==> src/rtl/ps2_host_tx_if.sv <==
// CPU-side handshake bundle for the PS/2 host transmitter.
//   DAT_I  : byte to transmit, sampled when a strobe is accepted
//   STB_I  : transmit request, accepted only while BUSY_O is low
//   BUSY_O : transfer in progress
//   DONE_O : one-cycle pulse at the end of every transfer (success or failure)
//   ERR_O  : status of the last transfer (1 = no ack or timeout)
interface ps2_host_tx_if;
    logic [7:0] DAT_I;
    logic       STB_I;
    logic       BUSY_O;
    logic       DONE_O;
    logic       ERR_O;

    // CPU side drives the request, transmitter reports status.
    modport master (output DAT_I, output STB_I, input BUSY_O, input DONE_O, input ERR_O);
    modport slave  (input DAT_I, input STB_I, output BUSY_O, output DONE_O, output ERR_O);
endinterface

==> src/rtl/ps2_host_tx.sv <==
// Host-to-device PS/2 transmitter: sends one command byte to the attached
// device through open-collector output enables on the clock/data pair.
//   CLK_I, RST_I       : system clock, synchronous active-high reset
//   bus (slave)        : CPU strobe/busy/done/err handshake with data byte
//   PS2C_I, PS2D_I     : raw PS/2 clock/data lines (asynchronous)
//   PS2C_OE_O          : 1 = pull the PS/2 clock line low
//   PS2D_OE_O          : 1 = pull the PS/2 data line low
module ps2_host_tx #(
    parameter int unsigned INHIBIT_CYCLES = 5000,
    parameter int unsigned RTS_CYCLES     = 8,
    parameter int unsigned TIMEOUT_CYCLES = 1000000
) (
    input  logic          CLK_I,
    input  logic          RST_I,
    ps2_host_tx_if.slave  bus,
    input  logic          PS2C_I,
    input  logic          PS2D_I,
    output logic          PS2C_OE_O,
    output logic          PS2D_OE_O
);

    localparam int unsigned DLY_MAX = (INHIBIT_CYCLES > RTS_CYCLES) ? INHIBIT_CYCLES : RTS_CYCLES;
    localparam int unsigned DLY_W   = $clog2(DLY_MAX + 1);
    localparam int unsigned WD_W    = $clog2(TIMEOUT_CYCLES + 1);
    localparam int unsigned IDX_W   = 4;
    localparam int unsigned SHIFT_W = 10;

    localparam logic [2:0] S_IDLE     = 3'd0;
    localparam logic [2:0] S_INHIBIT  = 3'd1;
    localparam logic [2:0] S_RTS      = 3'd2;
    localparam logic [2:0] S_SEND     = 3'd3;
    localparam logic [2:0] S_ACK      = 3'd4;
    localparam logic [2:0] S_WAITIDLE = 3'd5;

    // Line synchronizers and clock edge history.
    logic c_meta, c_sync, c_prev;
    logic d_meta, d_sync;
    logic fall_c;

    // Reset to the idle-bus level so no spurious edge appears after reset.
    always_ff @(posedge CLK_I) begin
        if (RST_I) begin
            c_meta <= 1'b1;
            c_sync <= 1'b1;
            c_prev <= 1'b1;
            d_meta <= 1'b1;
            d_sync <= 1'b1;
        end else begin
            c_meta <= PS2C_I;
            c_sync <= c_meta;
            c_prev <= c_sync;
            d_meta <= PS2D_I;
            d_sync <= d_meta;
        end
    end

    assign fall_c = c_prev & ~c_sync;

    logic [2:0]         state, state_n;
    logic [DLY_W-1:0]   dly, dly_n;
    logic [WD_W-1:0]    wd, wd_n;
    logic [IDX_W-1:0]   idx, idx_n;
    logic [SHIFT_W-1:0] shift, shift_n;
    logic               ack_err, ack_err_n;
    logic               busy, busy_n;
    logic               done, done_n;
    logic               err, err_n;
    logic               c_oe, c_oe_n;
    logic               d_oe, d_oe_n;

    // State and datapath registers.
    always_ff @(posedge CLK_I) begin
        if (RST_I) begin
            state   <= S_IDLE;
            dly     <= '0;
            wd      <= '0;
            idx     <= '0;
            shift   <= '0;
            ack_err <= 1'b0;
            busy    <= 1'b0;
            done    <= 1'b0;
            err     <= 1'b0;
            c_oe    <= 1'b0;
            d_oe    <= 1'b0;
        end else begin
            state   <= state_n;
            dly     <= dly_n;
            wd      <= wd_n;
            idx     <= idx_n;
            shift   <= shift_n;
            ack_err <= ack_err_n;
            busy    <= busy_n;
            done    <= done_n;
            err     <= err_n;
            c_oe    <= c_oe_n;
            d_oe    <= d_oe_n;
        end
    end

    // Next-state, datapath and output logic.
    always_comb begin
        state_n   = state;
        dly_n     = dly;
        wd_n      = wd;
        idx_n     = idx;
        shift_n   = shift;
        ack_err_n = ack_err;
        busy_n    = busy;
        done_n    = 1'b0;
        err_n     = err;
        c_oe_n    = c_oe;
        d_oe_n    = d_oe;

        case (state)
            S_IDLE: begin
                c_oe_n = 1'b0;
                d_oe_n = 1'b0;
                if (bus.STB_I) begin
                    // Frame LSB first: data, odd parity, stop; start bit comes from RTS.
                    shift_n = {1'b1, ~^bus.DAT_I, bus.DAT_I};
                    err_n   = 1'b0;
                    busy_n  = 1'b1;
                    c_oe_n  = 1'b1;
                    dly_n   = DLY_W'(INHIBIT_CYCLES - 1);
                    state_n = S_INHIBIT;
                end
            end

            S_INHIBIT: begin
                if (dly == '0) begin
                    d_oe_n  = 1'b1;
                    dly_n   = DLY_W'(RTS_CYCLES - 1);
                    state_n = S_RTS;
                end else begin
                    dly_n = dly - DLY_W'(1);
                end
            end

            S_RTS: begin
                if (dly == '0) begin
                    c_oe_n  = 1'b0;
                    idx_n   = '0;
                    wd_n    = WD_W'(TIMEOUT_CYCLES);
                    state_n = S_SEND;
                end else begin
                    dly_n = dly - DLY_W'(1);
                end
            end

            S_SEND: begin
                if (fall_c) begin
                    d_oe_n  = ~shift[0];
                    shift_n = {1'b0, shift[SHIFT_W-1:1]};
                    idx_n   = idx + IDX_W'(1);
                    // Tenth edge puts out the stop bit.
                    if (idx == IDX_W'(9)) begin
                        state_n = S_ACK;
                    end
                end
            end

            S_ACK: begin
                if (fall_c) begin
                    ack_err_n = d_sync;
                    state_n   = S_WAITIDLE;
                end
            end

            S_WAITIDLE: begin
                if (c_sync && d_sync) begin
                    done_n  = 1'b1;
                    err_n   = ack_err;
                    busy_n  = 1'b0;
                    state_n = S_IDLE;
                end
            end

            default: begin
                c_oe_n  = 1'b0;
                d_oe_n  = 1'b0;
                busy_n  = 1'b0;
                state_n = S_IDLE;
            end
        endcase

        // Watchdog while the device owns the clock; a silent device aborts the transfer.
        if ((state == S_SEND) || (state == S_ACK) || (state == S_WAITIDLE)) begin
            if (fall_c) begin
                wd_n = WD_W'(TIMEOUT_CYCLES);
            end else if (wd == '0) begin
                c_oe_n  = 1'b0;
                d_oe_n  = 1'b0;
                err_n   = 1'b1;
                done_n  = 1'b1;
                busy_n  = 1'b0;
                state_n = S_IDLE;
            end else begin
                wd_n = wd - WD_W'(1);
            end
        end
    end

    assign bus.BUSY_O = busy;
    assign bus.DONE_O = done;
    assign bus.ERR_O  = err;
    assign PS2C_OE_O  = c_oe;
    assign PS2D_OE_O  = d_oe;

endmodule

==> src/flat_wrapper.sv <==
// flat-port wrapper written by rule: the top's interface ports become plain ports
module ps2_host_tx_flat 
#(
    parameter int unsigned INHIBIT_CYCLES = 5000,
    parameter int unsigned RTS_CYCLES     = 8,
    parameter int unsigned TIMEOUT_CYCLES = 1000000
)
  (CLK_I, RST_I, PS2C_I, PS2D_I, PS2C_OE_O, PS2D_OE_O, bus_DAT_I, bus_STB_I, bus_BUSY_O, bus_DONE_O, bus_ERR_O);
  ps2_host_tx_if bus_i ();
  input  logic CLK_I;
  input  logic RST_I;
  input  logic PS2C_I;
  input  logic PS2D_I;
  output logic PS2C_OE_O;
  output logic PS2D_OE_O;
  input wire logic [$bits(bus_i.DAT_I)-1:0] bus_DAT_I;
  input wire logic [$bits(bus_i.STB_I)-1:0] bus_STB_I;
  output wire logic [$bits(bus_i.BUSY_O)-1:0] bus_BUSY_O;
  output wire logic [$bits(bus_i.DONE_O)-1:0] bus_DONE_O;
  output wire logic [$bits(bus_i.ERR_O)-1:0] bus_ERR_O;
  assign bus_i.DAT_I = bus_DAT_I;
  assign bus_i.STB_I = bus_STB_I;
  assign bus_BUSY_O = bus_i.BUSY_O;
  assign bus_DONE_O = bus_i.DONE_O;
  assign bus_ERR_O = bus_i.ERR_O;
  ps2_host_tx #(.INHIBIT_CYCLES(INHIBIT_CYCLES), .RTS_CYCLES(RTS_CYCLES), .TIMEOUT_CYCLES(TIMEOUT_CYCLES)) u_core (.CLK_I(CLK_I), .RST_I(RST_I), .bus(bus_i), .PS2C_I(PS2C_I), .PS2D_I(PS2D_I), .PS2C_OE_O(PS2C_OE_O), .PS2D_OE_O(PS2D_OE_O));
endmodule
==> config.mk <==
export PLATFORM = sky130hd
export DESIGN_NAME = ps2_host_tx_flat
export DESIGN_NICKNAME = d
export VERILOG_FILES = /design/src/rtl/ps2_host_tx_if.sv /design/src/rtl/ps2_host_tx.sv /design/src/flat_wrapper.sv
export SDC_FILE = /design/constraint.sdc
export NUM_CORES = 1
export LEC_CHECK = 0
export BUFFER_PORTS_ARGS = -buffer_cell sky130_fd_sc_hd__buf_2
export CORE_MARGIN = 5
export CORE_UTILIZATION = 55
export DETAILED_ROUTE_END_ITERATION = 10
export GPL_TIMING_DRIVEN = 0
export PLACE_DENSITY = 0.73
export SLEW_MARGIN = 40
export SYNTH_ARGS = -nofsm -noshare
export SYNTH_HDL_FRONTEND = slang
export SYNTH_SLANG_ARGS = --single-unit
==> constraint.sdc <==
create_clock -name CLK_I -period 4.7 [get_ports CLK_I]
set_clock_uncertainty 0.15 [all_clocks]
set_input_delay 0.47 -clock CLK_I [delete_from_list [all_inputs] [get_ports CLK_I]]
set_output_delay 0.47 -clock CLK_I [all_outputs]
set_load 0.02 [all_outputs]
Word-level counts from Yosys, hierarchy flattened
Cells that the tools add are included.
{ "totals": {"register_bits": 61, "in_bits": 13, "out_inout_bits": 5, "wordCells": 104} }
{ "op_classes": {"add_sub_neg": 3, "n_eq_ne": 10, "mux": 55, "bitwise": 3, "n_reduce_logical": 17} }
{ "ops": {"columns": ["operator", "n"], "rows": [
  ["two-way mux 20 bit", 5],
  ["two-way mux 13 bit", 3],
  ["case mux 13 bit (3 select lines)", 1],
  ["two-way mux 3 bit", 10],
  ["two-way mux 1 bit", 25],
  ["zero test 20 bit", 1],
  ["two-way mux 10 bit", 2],
  ["case mux 10 bit (2 select lines)", 1],
  ["subtractor 20 x 1 -> 20 bit, second input constant", 1],
  ["case mux 3 bit (6 select lines)", 1],
  ["zero test 13 bit", 1],
  ["subtractor 13 x 1 -> 13 bit, second input constant", 1],
  ["case mux 1 bit (3 select lines)", 3],
  ["AND reduction 3 bit", 3],
  ["two-way mux 4 bit", 2],
  ["case mux 4 bit (2 select lines)", 1],
  ["OR reduction 4 bit", 2],
  ["XNOR reduction 8 bit", 1],
  ["== test 3 x 2 -> 1 bit, second input constant", 2],
  ["== test 3 bit, second input constant", 2],
  ["adder 4 x 1 -> 4 bit, second input constant", 1],
  ["== test 4 bit, second input constant", 1],
  ["inequality test 2 x 1 -> 1 bit, second input constant", 2],
  ["inequality test 2 bit, second input constant", 2],
  ["11 further kinds", 14]
]} }

Longest topological paths before layout
{ "logic_depth": {"ltp_word": 7, "ltp_mapped": 8, "ltp_nobuf": 7} }

Worst setup path before layout
OpenSTA, ideal clock, no wires.
{ "synth_timing": {"path_type": "reg-to-reg", "start": "register u_core.wd[6]", "end": "register u_core.wd[18]", "setup_time_ns": 0.074, "t_arrival_ns": 1.870, "required_ns": 4.476, "path_slack_ns": 2.605, "stages_incl_launch_ff": 7, "path_buffers": 2, "synth_period_minus_slack_ns": 2.095, "path_cell_list": "dfxtp_1 -> or4_1 -> buf_2 -> nand4b_4 -> buf_6 -> or4_1 -> a31oi_1"} }
{ "synth_between": {"elab_chain_len": 4, "word_cells_on_any_way": 5, "cone_classes": "1 x add/sub; 3 x mux; 1 x reduce/logical"} }
{ "synth_rtl": {"columns": ["item", "line", "source"], "rows": [
  ["start, declared", "ps2_host_tx.sv:61", "logic [WD_W-1:0] wd, wd_n;"],
  ["start signal, assigned", "ps2_host_tx.sv:88", "wd <= wd_n;"],
  ["subtractor 20 x 1 -> 20 bit or zero test 20 bit (tied branches)", "ps2_host_tx.sv:198, ps2_host_tx.sv:190", null],
  ["two-way mux 20 bit *", "ps2_host_tx.sv:190", "end else if (wd == '0) begin"],
  ["two-way mux 20 bit *", "ps2_host_tx.sv:188", "if (fall_c) begin"],
  ["two-way mux 20 bit *", "ps2_host_tx.sv:187", "if ((state == S_SEND) || (state == S_ACK) || (state == S_WAITIDLE)) begin"]
]} }
Mark *: on every way between the ends. The rest lies on a longest branch, timed or not.
A chain may end at the register's enable or synchronous reset.

Final worst setup path
{ "layout_timing": {"start": "register u_core.state[1]", "end": "register u_core.wd[9]"} }
{ "layout_between": {"elab_chain_len": 5, "word_cells_on_any_way": 10, "cone_classes": "4 x eq/ne; 4 x mux; 2 x reduce/logical"} }
{ "layout_rtl": {"columns": ["item", "line", "source"], "rows": [
  ["start, declared", "ps2_host_tx.sv:59", "logic [2:0] state, state_n;"],
  ["start signal, assigned", "ps2_host_tx.sv:86", "state <= state_n;"],
  ["== test 3 x 2 -> 1 bit", "ps2_host_tx.sv:114", "case (state)"],
  ["two-way mux 20 bit", "ps2_host_tx.sv:114", null],
  ["two-way mux 20 bit", "ps2_host_tx.sv:190", null],
  ["two-way mux 20 bit", "ps2_host_tx.sv:188", null],
  ["two-way mux 20 bit *", "ps2_host_tx.sv:187", null]
]} }
Marks and branches as above.

==> results by group <==
Status
  – Result of the run: complete, no violations

Worst setup path
  – WS Path Type: register to register
  – CP top delay family: compound AO/OA/AOI/OAI gates
  – Buf+Inv Stages, Crit Path: 2
  – Critical Path End Type: register
  – Critical-path cell list: clkbuf_1 > nand3b_1 > clkbuf_1 > a2111oi_0 > o21ai_0 > xor2_1 > a21oi_1
  – Slowest stage delay, CP: 0.54 ns
  – Worst Path Max Fanout: 10
  – Crit path DAT: 2.72 ns
  – Most frequent CP cell: clkbuf_1
  – Req. time, crit path: 4.83 ns
  – Worst path slowest cell: a2111oi_0
  – Worst Setup Start Kind: register

Power and ir drop
  – P per Cell Area: 340 mW/mm²
  – LEAKAGE: 1.37 nW
  – VDD IR max: 0.195 mV

STA
  – Final setup fails: 0
  – Worst-margin pin slew: 0.801 ns
  – Min Hold Slack: 0.147 ns
  – Crit share post-route: 55.1%
  – Slew headroom: 46.1%
  – Setup TNS: 0 ns
  – Minimum clock period: 2.59 ns
  – Endpoints failing hold: 0
  – Slew Viols, Final: 0
  – RSZ-0062 raised after global routing: false
  – Peak Freq: 0.386 GHz

Placement
  – Placed Area: 0.00339 mm²
  – Final Wtd Congestion: 0.873
  – IO Port Bufs: 17
  – Final HPWL DP: 5460 µm

Global route
  – Largest net degree at the start of global routing: 11
  – First-pass GRT wire length: 12800 µm
  – GRT Total Usage: 22.2%
  – Vias in the first global route: 2637
  – Gr ovfl total: 0
  – Initial antenna violation count: 0

Detailed routing
  – DR WL/cell: 15.6 µm
  – Detail Route Antenna Nets: 0
  – DRT Wirelength: 7650 µm
  – Via density: 5.99
  – Starting DRT DRC Count: 230
  – DRC: 0
  – Pre-antenna DRT Iters: 5
  – Total number of vias: 2930

Die
  – Total die area: 0.00746 mm²
  – Cell row count: 27
  – Starting Density: 57.6%
  – Core area: 0.00557 mm²
  – Number of I/O pins: 18
  – Chip Height: 86.4 µm
  – Die Width: 86.4 µm

Synth
  – Yosys top cell by area: dfxtp_1
  – Sequential area share after synthesis: 38.1%
  – Synth top area share: 38.1%
  – Flops & latches, synth: 61
  – Syn avg cell area: 8.34 µm²
  – Largest cells by area after synthesis: dfxtp_1 (38%), nor2_1 (5.8%), nand2_1 (4.9%), xnor2_1 (4.1%), a311oi_1 (3.5%)
  – Syn_nets: 403
  – Yosys cell types: 57
  – Number of flops mapped to enable cells by yosys: 0
  – Synth warn: 0
  – Post-synth top flop: dfxtp_1
  – Ys async rst share: 0%
  – Syn Std Cell Area: 0.00321 mm²
  – Gate Count Post-Synth: 385

Clock network
  – Clock H-tree levels: 3
  – Clock transition at path regs: 0.06 ns
  – Cts bufs inserted: 9
  – CTS Hold Bufs: 0
  – CTS tree: done
  – Setup Buffers After CTS: 0
  – Clock buffer depth: 2
  – Root Buffer: clkbuf_8
  – CTS Sinks: 61
  – Resize count post-CTS: 0
  – Worst-Skew Late Latency: 0.35 ns

Flow run
  – Max-cap violation count: 0

Cells and area
  – # diodes: 0
  – Post-route cell area: 0.00357 mm²
  – Fin nets: 431
  – Layout cell share with drive strength beyond 1: 13.4%
  – Most frequent cells in the layout: dfxtp_1 (61), nor2_1 (50), nand2_1 (42), buf_2 (22), a21oi_1 (21)
  – Commonest non-fill, non-tap cell in the layout: dfxtp_1
  – Area grow syn2layout: 11.3%

Min path
  – Min-delay worst type: primary input to register
==> report_power, final <==
part,leakage (nW),switching (W),internal [W]
logic,0.777,0.000119,0.0000838
clock network,0.0926,0.000204,0.000231
registers,0.498,0.0000271,0.000548
total,1.37,0.000350,0.000863
==> layout make-up <==
cell class	count	area [µm²]
repair buffers	17	85.1
inverters	9	33.8
clock buffers	14	173
clock inverters	1	5.00
flip-flops and latches	61	1220
fillers	509	2000
multi-input cells	294	1870
plain buffers	21	92.6
well taps	72	90.1
==> layer usage <==
metal  GRT usage, %  wire [µm]  vias up
li1               -          -     1465
met1           30.7       3750     1363
met2           31.9       3300       89
met3           7.22        476       13
met4           8.50        124        0
met5              0          0        -
==> worst reg2reg max path, cell delays in order, from the launching register on <==
cell	delay (ns)
dfxtp_1	0.35
clkbuf_1	0.43
nand3b_1	0.21
clkbuf_1	0.27
a2111oi_0	0.54
o21ai_0	0.23
xor2_1	0.19
a21oi_1	0.14
==> kinds of logic (layout without fill, tap and decap cells) <==
group / Yosys count / in the layout / share of synthesized area (%)
simple gates: 172 / 172 / 28.5
xor+xnor: 23 / 23 / 6.28
fa+ha+maj: 5 / 5 / 1.95
flops: 61 / 61 / 38.1
mux: 4 / 4 / 1.36
buf+inv: 30 / 62 / 3.94
compound gates: 90 / 90 / 19.9
==> state kept, by name (all words and copies together) (netlist names), 3 cells and up <==
register      count
u_core.wd        20
u_core.shift     10
u_core.idx        4
u_core.state      3
u_core.dly       13
==> path summary, 6_finish.rpt <==
check	start	end	slack, ns	depth (start not counted)
setup / recovery	u_core.state[1]	u_core.wd[9]	2.11	7
hold / removal	PS2D_I	u_core.d_meta	0.15	2
setup reg to reg	u_core.state[1]	u_core.wd[9]	2.11	7
hold reg to reg	u_core.c_meta	u_core.c_sync	0.26	1
==> cell usage after synthesis (all sizes together) (2+ instances only) <==
master   instances
inv              9
a2111oi          3
nand2b           3
nand3b           2
dfxtp           61
nor4b            3
buf              6
nand2           42
o211ai           6
a211oi          10
mux2             3
o31a             2
a31oi            5
nor2            50
a311oi          13
a21o             5
or2              6
xnor2           15
xor2             8
or3              3
and4             2
clkbuf          15
nand4            5
ha               5
nor4            15
or4              5
nand3            6
nor2b            3
nor3            13
nor3b            3
a211o            2
o31ai            2
a21oi           21
and3             5
and3b            2
o21ai           11
==> stage by stage <==
| stage | util, % | total power, W | setup slack, ns | cells |
|---|---|---|---|---|
| 5_1_grt | 64.1 | 0.00128 | 1.85 | 489 |
| 4_1_cts | 64.1 | 0.00122 | 2.14 | 489 |
| 3_5_place_dp | 60.9 | 0.000787 | 2.24 | 474 |
| 6_report | 64.1 | 0.00121 | 2.11 | 489 |
| 3_3_place_gp | 60.7 | 0.000780 | 2.15 | 474 |
| 2_1_floorplan | - | 0.000735 | 2.61 | 385 |
No activity file was read; power rests on OpenSTA's default activity.
